==> src/rtl/ioshim_memio_host.sv <==
// Byte-stream command host driving the CPU memory port (SETADDR / WRITE / READ / BURST).
// Define IOSHIM_MEMIO_HOST_BURST_EN to enable multi-word BURST reads; otherwise BURST answers 8'hEE.
module ioshim_memio_host #(
   parameter int BURST_MAX = 64
) (
   input  logic        clk,
   input  logic        resetn,
   input  logic        in_valid,
   output logic        in_ready,
   input  logic [7:0]  in_data,
   output logic        out_valid,
   input  logic        out_ready,
   output logic [7:0]  out_data,
   output logic        memio_rd,
   output logic [1:0]  memio_wr,
   output logic [10:0] memio_addr,
   output logic [15:0] memio_wdata,
   input  logic [15:0] memio_rdata,
   input  logic        memio_done
);

   typedef enum logic [2:0] {IDLE, ARG_HI, ARG_LO, REQ, RESP_HI, RESP_LO} state_t;

   localparam logic [1:0] OP_SETADDR = 2'b00;
   localparam logic [1:0] OP_WRITE   = 2'b01;
   localparam logic [1:0] OP_READ    = 2'b10;

   state_t      state, state_nxt;
   logic [1:0]  op, op_nxt;
   logic [7:0]  arg_hi, arg_hi_nxt;
   logic [7:0]  rd_lo, rd_lo_nxt;
   logic [10:0] addr, addr_nxt;
   logic        memio_rd_nxt;
   logic [1:0]  memio_wr_nxt;
   logic [10:0] memio_addr_nxt;
   logic [15:0] memio_wdata_nxt;
   logic [7:0]  out_data_nxt;
   logic        xfer_in;
`ifdef IOSHIM_MEMIO_HOST_BURST_EN
   localparam logic [6:0] BMAX = 7'(BURST_MAX);
   logic [5:0] burst_rem, burst_rem_nxt;
   logic [6:0] len_req;
`endif

   always_ff @(posedge clk) begin
      if (!resetn) begin
         state       <= IDLE;
         op          <= OP_SETADDR;
         arg_hi      <= '0;
         rd_lo       <= '0;
         addr        <= '0;
         memio_rd    <= 1'b0;
         memio_wr    <= 2'b00;
         memio_addr  <= '0;
         memio_wdata <= '0;
         out_data    <= '0;
`ifdef IOSHIM_MEMIO_HOST_BURST_EN
         burst_rem   <= '0;
`endif
      end else begin
         state       <= state_nxt;
         op          <= op_nxt;
         arg_hi      <= arg_hi_nxt;
         rd_lo       <= rd_lo_nxt;
         addr        <= addr_nxt;
         memio_rd    <= memio_rd_nxt;
         memio_wr    <= memio_wr_nxt;
         memio_addr  <= memio_addr_nxt;
         memio_wdata <= memio_wdata_nxt;
         out_data    <= out_data_nxt;
`ifdef IOSHIM_MEMIO_HOST_BURST_EN
         burst_rem   <= burst_rem_nxt;
`endif
      end
   end

   always_comb begin
      state_nxt       = state;
      op_nxt          = op;
      arg_hi_nxt      = arg_hi;
      rd_lo_nxt       = rd_lo;
      addr_nxt        = addr;
      memio_rd_nxt    = memio_rd;
      memio_wr_nxt    = memio_wr;
      memio_addr_nxt  = memio_addr;
      memio_wdata_nxt = memio_wdata;
      out_data_nxt    = out_data;
`ifdef IOSHIM_MEMIO_HOST_BURST_EN
      burst_rem_nxt   = burst_rem;
      len_req         = {1'b0, in_data[5:0]} + 7'd1;
      if (len_req > BMAX) len_req = BMAX;
`endif
      in_ready  = resetn && (state == IDLE || state == ARG_HI || state == ARG_LO);
      out_valid = (state == RESP_HI || state == RESP_LO);
      xfer_in   = in_valid && in_ready;

      case (state)
         IDLE: if (xfer_in) begin
            op_nxt = in_data[7:6];
            case (in_data[7:6])
               OP_SETADDR, OP_WRITE: state_nxt = ARG_HI;
               OP_READ: begin
                  memio_rd_nxt   = 1'b1;
                  memio_addr_nxt = addr;
                  state_nxt      = REQ;
`ifdef IOSHIM_MEMIO_HOST_BURST_EN
                  burst_rem_nxt  = '0;
`endif
               end
               default: begin
`ifdef IOSHIM_MEMIO_HOST_BURST_EN
                  memio_rd_nxt   = 1'b1;
                  memio_addr_nxt = addr;
                  burst_rem_nxt  = 6'(len_req - 7'd1);
                  state_nxt      = REQ;
`else
                  // Burst disabled: answer with a single 8'hEE byte; RESP_LO then returns straight to IDLE.
                  out_data_nxt   = 8'hEE;
                  state_nxt      = RESP_LO;
`endif
               end
            endcase
         end
         ARG_HI: if (xfer_in) begin
            arg_hi_nxt = in_data;
            state_nxt  = ARG_LO;
         end
         ARG_LO: if (xfer_in) begin
            if (op == OP_SETADDR) begin
               addr_nxt  = {arg_hi[2:0], in_data};
               state_nxt = IDLE;
            end else begin
               memio_wr_nxt    = 2'b11;
               memio_wdata_nxt = {arg_hi, in_data};
               memio_addr_nxt  = addr;
               state_nxt       = REQ;
            end
         end
         REQ: if (memio_done) begin
            memio_rd_nxt = 1'b0;
            memio_wr_nxt = 2'b00;
            addr_nxt     = addr + 11'd1;
            if (memio_wr != 2'b00) begin
               state_nxt = IDLE;
            end else begin
               out_data_nxt = memio_rdata[15:8];
               rd_lo_nxt    = memio_rdata[7:0];
               state_nxt    = RESP_HI;
            end
         end
         RESP_HI: if (out_ready) begin
            out_data_nxt = rd_lo;
            state_nxt    = RESP_LO;
         end
         RESP_LO: if (out_ready) begin
            state_nxt = IDLE;
`ifdef IOSHIM_MEMIO_HOST_BURST_EN
            if (burst_rem != '0) begin
               burst_rem_nxt  = burst_rem - 6'd1;
               memio_rd_nxt   = 1'b1;
               memio_addr_nxt = addr;
               state_nxt      = REQ;
            end
`endif
         end
         default: state_nxt = IDLE;
      endcase
   end

endmodule
==> config.mk <==
export PLATFORM = sky130hd
export DESIGN_NAME = ioshim_memio_host
export DESIGN_NICKNAME = d
export VERILOG_FILES = /design/src/rtl/ioshim_memio_host.sv
export SDC_FILE = /design/constraint.sdc
export NUM_CORES = 1
export LEC_CHECK = 0
export ABC_AREA = 0
export CAP_MARGIN = 20
export CORE_UTILIZATION = 51
export DETAILED_ROUTE_END_ITERATION = 12
export PLACE_DENSITY_LB_ADDON = 0.3
export SYNTH_ARGS = -nofsm -noshare
export SYNTH_HDL_FRONTEND = slang
export SYNTH_SLANG_ARGS = --single-unit
==> constraint.sdc <==
create_clock -name clk -period 2 [get_ports clk]
set_input_delay 0.4 -clock clk [delete_from_list [all_inputs] [get_ports clk]]
set_output_delay 0.4 -clock clk [all_outputs]
set_load 0.01 [all_outputs]
# --- After elaboration in Yosys (flattened, before gate mapping) ---
# Index checks and enable logic that the tools add are counted.
word_totals:
  latch_bits: 0
  out_inout_bits: 40
  inputBits: 29
  register_bits: 70
  rom_bits: 0
  n_memories: 0
  mem_bits_rw: 0
op_classes:
  n_shift: 0
  n_mul: 0
  div_mod_pow: 0
  muxes: 33
  reduce_logical: 25
  magnitude_cmp: 0
  add_sub_neg: 1
  eq_ne: 18
  n_bitwise: 2
op_table:
  columns: ["operator", "count"]
  rows:
  - ["$mux 11", 7]
  - ["$pmux 11 s2", 2]
  - ["$mux 8", 5]
  - ["$pmux 8 s3", 1]
  - ["$mux 3", 7]
  - ["$ne 2x2->1 const B", 9]
  - ["$pmux 3 s6", 1]
  - ["$reduce_and 4->1", 3]
  - ["$reduce_and 6->1", 2]
  - ["$add 11x1->11 const B", 1]
  - ["$mux 2", 4]
  - ["$reduce_bool 2->1", 4]
  - ["$eq 3x2->1 const B", 2]
  - ["$eq 3x3->1 const B", 2]
  - ["$pmux 3 s2", 1]
  - ["$reduce_and 3->1", 2]
  - ["$reduce_and 5->1", 1]
  - ["$logic_not 2->1", 2]
  - ["$ne 2x1->1 const B", 2]
  - ["$pmux 2 s2", 1]
  - ["$reduce_and 2->1", 2]
  - ["$eq 3x1->1 const B", 1]
  - ["$logic_not 3->1", 1]
  - ["$logic_or 1x1->1", 3]
  - ["other kinds (9)", 13]

# --- Depth between registers and ports, before layout ---
depth:
  depth_word: 7
  ltp_mapped: 7
  ltp_nobuf: 5

# --- Least setup slack after synthesis ---
# Ideal clock, no wire load.
synth_timing:
  path_kind: "input to register"
  startpoint: "input port in_valid"
  endpoint: "register memio_wdata[10]"
  slack_ns: 0.434
  setup_ns: 0.128
  arrival_time_ns: 1.438
  path_buffers: 2
  cell_stages: 6
  cell_sequence: "clkbuf_2 a211o_1 nand4_4 buf_6 mux2i_1 nor2_1"
synth_between:
  elab_chain_cells: 2
synth_lines:
  columns: ["element", "line_no", "text"]
  rows:
  - ["start, declared", "8", "input logic in_valid,"]
  - ["$logic_and 1x1->1", "95", "xfer_in = in_valid && in_ready;"]
  - ["$reduce_and 3->1 (no source line)", null, null]
  - ["end signal, assigned", "69", "memio_wdata <= memio_wdata_nxt;"]
  - ["end, declared", "17", "output logic [15:0] memio_wdata,"]
# Every way passes these cells.
# A chain may end at the register's enable or synchronous reset.

# --- Worst setup path after layout ---
layout_timing:
  startpoint: "register state[1]"
  endpoint: "register rd_lo[3]"
layout_between:
  elab_chain_cells: 2
layout_lines:
  columns: ["element", "line_no", "text"]
  rows:
  - ["start, declared", "28", "state_t state, state_nxt;"]
  - ["start signal, assigned", "61", "state <= state_nxt;"]
  - ["$eq 3x2->1", "97", "case (state)"]
  - ["$reduce_and 3->1 (no source line)", null, null]
  - ["end signal, assigned", "64", "rd_lo <= rd_lo_nxt;"]
  - ["end, declared", "31", "logic [7:0] rd_lo, rd_lo_nxt;"]
# Every way passes these cells.

==> flow_metrics.py <==
metrics = {
    "logic_synthesis": {
        "synth_edf_count": 0,
        "ys_seq_area_share_pct": 42.1,
        "syn_inst": 360,
        "synth_simple_gate_area_share_pct": 20.9,
        "synth-main-ff-cell": "dfxtp_1",
        "synth-seq-cells": 69,
        "synth_top_family_by_area": "simple AND/OR/NAND/NOR gates",
        "synth_compound_area_share_pct": 17.5,
        "yosysWarnings": 0,
        "synth.cell_area_sq_um": 3280,
        "synth_xor_area_share_pct": 0,
        "synthMuxAreaShare_pct": 12.2,
        "synth_nets": 390,
        "async_flop_share_pct": 0,
        "syn_area_per_cell_sq_um": 9.12,
        "synth_cell_type_count": 56,
        "yosys.area_share.adder_pct": 0.381,
    },
    "floorplan": {
        "io_pins": 69,
        "die_area_sq_um": 6770,
        "start_util_pct": 54.2,
        "die_h_um": 82.3,
        "die_w_um": 82.3,
        "core_sq_um": 6060,
        "rows": 28,
    },
    "power": {
        "comb_power_share_pct": 12.2,
        "power.leakage_uw": 0.00170,
        "ir_drop_mv": 0.397,
        "pwr-share-clk_pct": 35.3,
        "pwr-share-seq_pct": 52.5,
        "p_int_uw": 2000,
        "power_density_nw_per_um2": 626,
        "switching_share_pct": 25.4,
        "p_switching_uw": 682,
    },
    "timing": {
        "fmax_ghz": 0.542,
        "skew_ns": 0.00747,
        "post-route-period-util_pct": 92.2,
        "hold_viol": 0,
        "rsz0062_at_grt": "false",
        "tightestPinTransition_ns": 0.463,
        "final.min_clock_period_ns": 1.84,
        "drv_slew": 0,
        "hold-worst-slack_ns": 0.461,
        "slew_headroom_pct": 69.1,
        "fin_ws_ns": 0.157,
        "totalNegativeSetupSlack_ns": 0,
        "setup_viol": 0,
    },
    "flow_run": {
        "cap_viol_max_count": 0,
    },
    "grt": {
        "antenna_found_initial": 0,
        "grt_pass1_wl_um": 13000,
        "top_usage_layer": "met2",
        "use_met2_pct": 39.9,
        "track_usage_pct": 25.2,
        "grt_max_degree": 62,
        "use_met3_pct": 4.40,
        "grt_use_met1_pct": 33.3,
        "grt_pass1_vias": 2808,
        "overflow": 0,
    },
    "critical_path": {
        "crit_type": "flop to flop",
        "cp.required_ns": 2.23,
        "rr_endpoint": "rd_lo[3]",
        "critPathMaxFanout": 10,
        "start_kind": "flop",
        "slowest_delay_ns": 0.61,
        "worstReg2RegStart": "state[1]",
        "rrSetupSlack_ns": 0.16,
        "cp.arrival_ns": 2.07,
        "crit_buf_inv": 1,
        "cp_top_family": "simple AND/OR/NAND/NOR gates",
        "cp_slowest_cell": "dfxtp_1",
        "rr_worst_depth": 5,
        "path_cells": "nand3b_2, nor3b_1, buf_4, mux2i_1, nor2_1",
        "crit_path_end_kind": "flop",
    },
    "clock_network": {
        "h-tree-depth": 3,
        "insertion_delay_ns": 0.34,
        "cts_resized": 4,
        "cts_tree": "built",
        "numCtsBuffers": 9,
        "clockRootBuffer": "clkbuf_8",
        "clockBufferDepth": 2,
        "path_clk_slew_ns": 0.07,
        "cts_setup_buffers": 0,
        "hold_buffers": 0,
        "cts_sinks": 69,
    },
    "min_path": {
        "min_path_type": "flop to flop",
        "min_to": "out_data[6]",
        "min_from": "out_data[6]",
        "holdPathStages": 2,
    },
    "detailed_routing": {
        "via_per_inst": 5.86,
        "drc_errors": 0,
        "antenna_left": 0,
        "num_vias": 3047,
        "wl_per_cell_um": 15.5,
        "initialDrtViolationCount": 221,
        "dr.pass1.iters": 5,
        "routed_wl_um": 8070,
    },
    "cells_and_area": {
        "final_cell_mix": "dfxtp_1, clkdlybuf4s50_1, nor2_1, mux2i_1, o21ai_0",
        "fin_cells": 520,
        "nNetsFinal": 470,
        "mostFrequentLayoutCell": "dfxtp_1",
        "insertedDiodeCount": 0,
        "syn2layout_area_growth_pct": 30.4,
        "drive_gt1_share_pct": 13.0,
    },
    "placement": {
        "dp_slack_ns": -0.133,
        "portBuffers": 68,
        "place.gp.congestion": 0.920,
        "hpwl_um": 5600,
        "dp.cells": 504,
    },
    "outcome": {
        "status": "finished clean",
    },
}
[sequential cells by signal, summed over array words and instances (netlist names)]
signal,cells
addr,11
arg_hi,8
memio_addr,11
memio_wr,1
memio_wdata,16
memio_rd,1
out_data,8
rd_lo,8
state,3
op,2
[layout make-up]
type                            count  area [sq um]
Inverter                            3          11.3
Tap cell                           75          93.8
Clock inverter                      5          27.5
Sequential cell                    69          1390
Timing Repair Buffer              100           960
Clock buffer                       11           131
Fill cell                         470          1780
Multi-Input combinational cell    257          1670
[worst min-delay path: stages (launching register included)]
cell and delay (ns):
dfxtp_1 0.31, nand2_1 0.05, mux2i_1 0.05
[kinds of logic (layout without fill, tap and decap cells)]
logic type / count (synthesis) / in the layout
compound gates: 93 / 93
fa+ha+maj: 1 / 1
buf+inv: 34 / 119
flops: 69 / 69
mux: 40 / 40
simple gates: 123 / 123
[cell usage after synthesis (3+ instances only)]
| cell type | count | area (sq um) |
|---|---|---|
| nand2b_1 | 4 | 25.0 |
| nand4_1 | 5 | 31.3 |
| a32oi_1 | 3 | 26.3 |
| nor4_1 | 4 | 25.0 |
| nor3b_1 | 3 | 22.5 |
| nand2_1 | 17 | 63.8 |
| clkbuf_8 | 3 | 41.3 |
| a21oi_1 | 31 | 155 |
| clkbuf_1 | 11 | 41.3 |
| buf_6 | 6 | 67.6 |
| dfxtp_1 | 69 | 1380 |
| o221ai_1 | 6 | 52.6 |
| a31oi_1 | 4 | 25.0 |
| o21ai_0 | 32 | 160 |
| buf_4 | 3 | 22.5 |
| nor2_1 | 40 | 150 |
| buf_2 | 5 | 25.0 |
| nand3_1 | 17 | 85.1 |
| mux2i_1 | 40 | 400 |
| and2_1 | 10 | 62.6 |
| a211oi_1 | 3 | 22.5 |
[through the flow]
stage               cell area (sq um)  util, %  total power (uW)
floorplan                        3280        -              1610
global placement                 4120     68.0              1760
detailed placement               4120     68.0              1760
CTS                              4280     70.6              2700
global route                     4280     70.7              2800
finish                           4280     70.7              2680
[worst max-delay path by stage]
stage	end	depth (start not counted)	start
6_report	rd_lo[3]	5	state[1]
5_1_grt	out_data[4]	6	state[1]
3_3_place_gp	out_data[4]	6	in_valid
3_5_place_dp	out_data[4]	6	in_valid
4_1_cts	out_valid	3	state[2]
2_1_floorplan	memio_wdata[10]	6	in_valid
[routing by layer]
metal	wire length [um]	vias up
met2	3860	114
li1	-	1476
met4	181	0
met5	0	-
met1	3570	1438
met3	454	19
[power by group through the flow]
stage	combinational (uW)	clock [uW]	sequential [uW]
4_1_cts	323	964	1410
3_5_place_dp	322	0	1440
6_report	326	948	1410
2_1_floorplan	165	0	1440
3_3_place_gp	316	0	1440
5_1_grt	347	1040	1410
Power figures use the tool's default switching activity.
